`src/rtl/rf_wr_arb_if.sv`:
```
// Handshake and write-port bundle between the two writeback sources and rf_wr_arb.
// The master drives requests and flush; the slave (arbiter) returns ready, write stage and err.
interface rf_wr_arb_if;
    logic        a_valid;
    logic [2:0]  a_regsel;
    logic [15:0] a_data;
    logic        a_ready;
    logic        b_valid;
    logic [2:0]  b_regsel;
    logic [15:0] b_data;
    logic        b_ready;
    logic        flush;
    logic        write;
    logic [2:0]  writeregsel;
    logic [15:0] writedata;
    logic        err;

    modport master (
        output a_valid, a_regsel, a_data,
        output b_valid, b_regsel, b_data,
        output flush,
        input  a_ready, b_ready,
        input  write, writeregsel, writedata, err
    );

    modport slave (
        input  a_valid, a_regsel, a_data,
        input  b_valid, b_regsel, b_data,
        input  flush,
        output a_ready, b_ready,
        output write, writeregsel, writedata, err
    );
endinterface

```
`src/rtl/rf_wr_arb.sv`:
```
// Merges ALU (A) and load (B) writebacks onto the single RF write port, one-cycle registered; RF_WR_ARB_FIXED_PRI_EN selects fixed A priority.
// Backpressure: the losing port sees ready low and holds its request; flush and rst withhold every grant.
module rf_wr_arb (
    input  logic       clk,
    input  logic       rst,
    rf_wr_arb_if.slave bus
);
    typedef struct packed {
        logic [2:0]  regsel;
        logic [15:0] data;
    } wr_req_t;

    logic    grant_a;
    logic    grant_b;
    logic    grant_any;
    logic    conflict;
    wr_req_t win_req;
    wr_req_t stage_q;
    logic    write_q;
    logic    err_q;

`ifdef RF_WR_ARB_FIXED_PRI_EN
    // A always wins contention; B only proceeds when A is idle.
    always_comb begin
        grant_a = !rst && !bus.flush && bus.a_valid;
        grant_b = !rst && !bus.flush && bus.b_valid && !bus.a_valid;
    end
`else
    typedef enum logic {
        PORT_A = 1'b0,
        PORT_B = 1'b1
    } port_t;

    port_t last;

    // Under contention the port that did not win most recently goes next.
    always_comb begin
        grant_a = !rst && !bus.flush && bus.a_valid && (!bus.b_valid || last == PORT_B);
        grant_b = !rst && !bus.flush && bus.b_valid && (!bus.a_valid || last == PORT_A);
    end

    always_ff @(posedge clk or posedge rst) begin
        if (rst) begin
            last <= PORT_B;
        end else if (grant_a) begin
            last <= PORT_A;
        end else if (grant_b) begin
            last <= PORT_B;
        end
    end
`endif

    assign grant_any = grant_a || grant_b;
    assign conflict  = bus.a_valid && bus.b_valid && (bus.a_regsel == bus.b_regsel) && !bus.flush;

    always_comb begin
        if (grant_b) begin
            win_req = '{regsel: bus.b_regsel, data: bus.b_data};
        end else begin
            win_req = '{regsel: bus.a_regsel, data: bus.a_data};
        end
    end

    // Address/data hold their last value when idle; only write drops back to 0.
    always_ff @(posedge clk or posedge rst) begin
        if (rst) begin
            write_q <= 1'b0;
            stage_q <= '0;
            err_q   <= 1'b0;
        end else begin
            write_q <= grant_any;
            if (grant_any) begin
                stage_q <= win_req;
            end
            if (conflict) begin
                err_q <= 1'b1;
            end
        end
    end

    assign bus.a_ready     = grant_a;
    assign bus.b_ready     = grant_b;
    assign bus.write       = write_q;
    assign bus.writeregsel = stage_q.regsel;
    assign bus.writedata   = stage_q.data;
    assign bus.err         = err_q;

    a_one_grant: assert property (@(posedge clk) disable iff (rst)
        !(bus.a_ready && bus.b_ready));
    a_ready_needs_valid: assert property (@(posedge clk) disable iff (rst)
        (!bus.a_ready || bus.a_valid) && (!bus.b_ready || bus.b_valid));
endmodule

```
`src/flat_wrapper.sv`:
```
// flat-port wrapper written by rule: the top's interface ports become plain ports
module rf_wr_arb_flat 
  (clk, rst, bus_a_valid, bus_a_regsel, bus_a_data, bus_b_valid, bus_b_regsel, bus_b_data, bus_flush, bus_a_ready, bus_b_ready, bus_write, bus_writeregsel, bus_writedata, bus_err);
  rf_wr_arb_if bus_i ();
  input  logic clk;
  input  logic rst;
  input wire logic [$bits(bus_i.a_valid)-1:0] bus_a_valid;
  input wire logic [$bits(bus_i.a_regsel)-1:0] bus_a_regsel;
  input wire logic [$bits(bus_i.a_data)-1:0] bus_a_data;
  input wire logic [$bits(bus_i.b_valid)-1:0] bus_b_valid;
  input wire logic [$bits(bus_i.b_regsel)-1:0] bus_b_regsel;
  input wire logic [$bits(bus_i.b_data)-1:0] bus_b_data;
  input wire logic [$bits(bus_i.flush)-1:0] bus_flush;
  output wire logic [$bits(bus_i.a_ready)-1:0] bus_a_ready;
  output wire logic [$bits(bus_i.b_ready)-1:0] bus_b_ready;
  output wire logic [$bits(bus_i.write)-1:0] bus_write;
  output wire logic [$bits(bus_i.writeregsel)-1:0] bus_writeregsel;
  output wire logic [$bits(bus_i.writedata)-1:0] bus_writedata;
  output wire logic [$bits(bus_i.err)-1:0] bus_err;
  assign bus_i.a_valid = bus_a_valid;
  assign bus_i.a_regsel = bus_a_regsel;
  assign bus_i.a_data = bus_a_data;
  assign bus_i.b_valid = bus_b_valid;
  assign bus_i.b_regsel = bus_b_regsel;
  assign bus_i.b_data = bus_b_data;
  assign bus_i.flush = bus_flush;
  assign bus_a_ready = bus_i.a_ready;
  assign bus_b_ready = bus_i.b_ready;
  assign bus_write = bus_i.write;
  assign bus_writeregsel = bus_i.writeregsel;
  assign bus_writedata = bus_i.writedata;
  assign bus_err = bus_i.err;
  rf_wr_arb u_core (.clk(clk), .rst(rst), .bus(bus_i));
endmodule
```
`config.mk`:
```
export PLATFORM = sky130hd
export DESIGN_NAME = rf_wr_arb_flat
export DESIGN_NICKNAME = d
export VERILOG_FILES = /design/src/rtl/rf_wr_arb_if.sv /design/src/rtl/rf_wr_arb.sv /design/src/flat_wrapper.sv
export SDC_FILE = /design/constraint.sdc
export NUM_CORES = 1
export LEC_CHECK = 0
export BUFFER_PORTS_ARGS = -buffer_cell sky130_fd_sc_hd__buf_2
export CAP_MARGIN = 30
export CORE_MARGIN = 2
export CORE_UTILIZATION = 39
export DETAILED_ROUTE_END_ITERATION = 10
export PLACE_DENSITY = 0.76
export RECOVER_POWER = 100
export SLEW_MARGIN = 25
export SYNTH_ARGS = -nofsm -noshare
export SYNTH_HDL_FRONTEND = slang
export SYNTH_SLANG_ARGS = --single-unit
```
`constraint.sdc`:
```
create_clock -name clk -period 1.3 [get_ports clk]
set_input_delay 0.26 -clock clk [delete_from_list [all_inputs] [get_ports clk]]
set_output_delay 0.26 -clock clk [all_outputs]
set_load 0.005 [all_outputs]
```
==> results_dict.tcl <==
set metrics [dict create \
    rr_startpoint "u_core.last" \
    slew_headroom_pct 59.0 \
    drive_above_1_share_pct 47.1 \
    p_leak_nw 0.855 \
    grt_max_degree 20 \
    io_pins 66 \
    grt_setup_unrepaired "yes" \
    synth-seq-cells 22 \
    cts_buffers 3 \
    avgSynthCellArea_sq_um 9.13 \
    final_area_sq_um 1770 \
    syn_to_final_growth_pct 51.3 \
    routed_wl_mm 3.37 \
    min_from "bus_a_valid" \
    holdWs_ns 0.190 \
    fmax_mhz 656 \
    hold_path.class "input pin to flop" \
    yosysTopAreaCellShare_pct 45.0 \
    clock_path_buffers 2 \
    path_clk_slew_ns 0.13 \
    fin_tns_setup_ns -0.406 \
    dpl_cell_area_sq_um 1580 \
    setup_viol 2 \
    tightest_slew_ns 0.615 \
    worst_ep_required_time_ns 1.04 \
    synth_area_leader_cell "dfrtp_1" \
    drt_iter0_drc 55 \
    hpwlAfterDp_mm 2.38 \
    fin_crit_sh_pct 117 \
    crit-reg2reg-capture "u_core.bus.writeregsel[1]" \
    max_cap_violations 0 \
    synth_compound_area_share_pct 24.2 \
    r2r_setup_slack_ns 0.02 \
    fin_crit_ns 1.53 \
    cts.sinks 22 \
    syn_area_sq_um 1170 \
    start_util_pct 41.7 \
    die_h_um 58.7 \
    maxSlewViolCount 0 \
    grt_usage_pct 19.3 \
    cts_tree "built" \
    row_count 19 \
    gp_congestion 0.833 \
    powerDensity_nw_per_um2 1130 \
    drc_errors 7 \
    crit_path_end_kind "output pin" \
    p_total_mw 2.01 \
    yosys-top-cells-area "dfrtp_1 45%, o21ai_0 8.1%, nand3_1 7.7%" \
    antenna_found_initial 0 \
    ir_worst_vdd_v 0.000614 \
    grt_pass1_wl_mm 5.22 \
    start_kind "flop" \
    synthAdderAreaFrac_pct 0 \
    dieArea_sq_um 3450 \
    wire_per_inst_um 14.3 \
    synth_cell_type_count 26 \
    synth-simple-area-share_pct 13.4 \
    grt_pass1_vias 1211 \
    whs_path_depth 2 \
    synthXorXnorAreaFrac_pct 2.25 \
    core_area_sq_um 2810 \
    nNetsFinal 248 \
    drt-pass1-iter-count 7 \
    violations "design-rule violations, negative setup slack" \
    yosysWarnings 0 \
    htreeDepth 1 \
    finalWorstSetupSlack_ns -0.225 \
    fill_cells 247 \
    finalClockSkew_ns 0.00458 \
    synth-seq-area-share_pct 47.2 \
    io_buffer_count 65 \
    hold_viol 0 \
    postRouteAntennaNets 0 \
    hold_end "u_core.last" \
    avgViaCountPerCell 5.36 \
    path_class "flop to output pin" \
    critPathArrivalTime_ns 1.27 \
    grt_overflow 0 \
    netlist_instances 128 \
    hold_buffers 0 \
    via_count 1260 \
    die_w_um 58.7 \
    cp_max_fo 3 \
    clk_latency_ns 0.30 \
    pre_cts_ws_ns -0.126 \
    r2r.worst_path.cells 4 \
    status "finished, violations left" \
    syn-num-nets 171 \
    synth_top_family_by_area "compound AO/OA/AOI/OAI gates" \
    antenna_cells 0 \
    cts_root_buf "clkbuf_4" \
    synth_mux_area_share_pct 0 \
]
Yosys cell counts (all sizes together):
cell     n
a21oi    1
a221o    1
a31o     1
a31oi    1
and3     1
buf      8
clkbuf   2
dfrtp   21
dfstp    1
inv     22
nand2    4
nand3   18
nor2     3
nor3     1
nor3b    2
o21ai   19
o311ai  18
or2      1
xnor2    2
xor2     1
power breakdown:
part	switching (mW)	internal, mW	leakage, nW	total, mW
Clock	0.215	0.311	0.0279	0.526
Sequential	0.0706	0.815	0.261	0.885
Combinational	0.289	0.305	0.566	0.594
Total	0.575	1.43	0.855	2.01
kinds of logic after synthesis:
logic type / count (synthesis)
compound gates: 41
buf+inv: 32
simple gates: 30
flops: 22
xor+xnor: 3
placed cells by master, fill, tap and decap left out, types with 2 or more instances in the layout:
cell	n
dfrtp_1	21
buf_4	8
buf_6	5
clkbuf_1	11
o311ai_0	3
buf_2	56
clkbuf_4	4
xnor2_1	2
nor2_1	2
nand2_4	2
nand2_1	2
o311ai_1	4
o21ai_0	18
o311ai_2	11
inv_1	20
nand3_1	18
what timing repair did:
| item | in CTS | in global routing |
|---|---|---|
| gates cloned | 0 | 0 |
| pin swaps | 0 | 2 |
| setup endpoints to repair | 16 | 18 |
| gates resized for setup | 11 | 19 |
| buffers inserted | 4 | 2 |
layout make-up:
| type | count | area (sq um) | area share [%] |
|---|---|---|---|
| Clock inverter | 1 | 30.0 | 1.70 |
| Inverter | 22 | 87.6 | 4.95 |
| Timing Repair Buffer | 82 | 465 | 26.3 |
| Clock buffer | 3 | 22.5 | 1.27 |
| Multi-Input combinational cell | 74 | 572 | 32.3 |
| Tap cell | 31 | 38.8 | 2.19 |
| Sequential cell | 22 | 552 | 31.2 |
how the worst max path moves through the flow:
stage / start / end / slack (ns) / depth (start not counted)
after floorplan: u_core.last / u_core.bus.writeregsel[1] / 0.02 / 4
after global placement: rst / u_core.bus.writeregsel[1] / -0.04 / 4
after detailed placement: rst / u_core.bus.writeregsel[1] / -0.13 / 4
after CTS: u_core.last / bus_a_ready / -0.19 / 4
after global routing: u_core.last / bus_a_ready / -0.27 / 4
final: u_core.last / bus_a_ready / -0.23 / 4
worst max-delay path: stages (launching register included):
cell     delay, ns
dfstp_2       0.59
buf_6         0.11
inv_2         0.03
a21oi_2       0.11
buf_2         0.12
through the flow:
step / instances / utilization (%)
6_report: 235 / 63.0
5_1_grt: 235 / 63.0
4_1_cts: 236 / 60.2
3_5_place_dp: 228 / 56.4
3_3_place_gp: 228 / 56.4
2_1_floorplan: 128 / -
routing by layer:
metal	part of all wire, %	track usage [%]
met5	0	0
met4	0.39	4.55
met3	8.6	3.30
met2	48	33.5
met1	43	25.0
sequential cells by signal (all words and copies together) (netlist names):
register / flops
u_core.last: 1
u_core.bus.err: 1
u_core.bus.write: 1
u_core.bus.writedata: 16
u_core.bus.writeregsel: 3
Note: power is estimated with default switching activity, not from simulation.
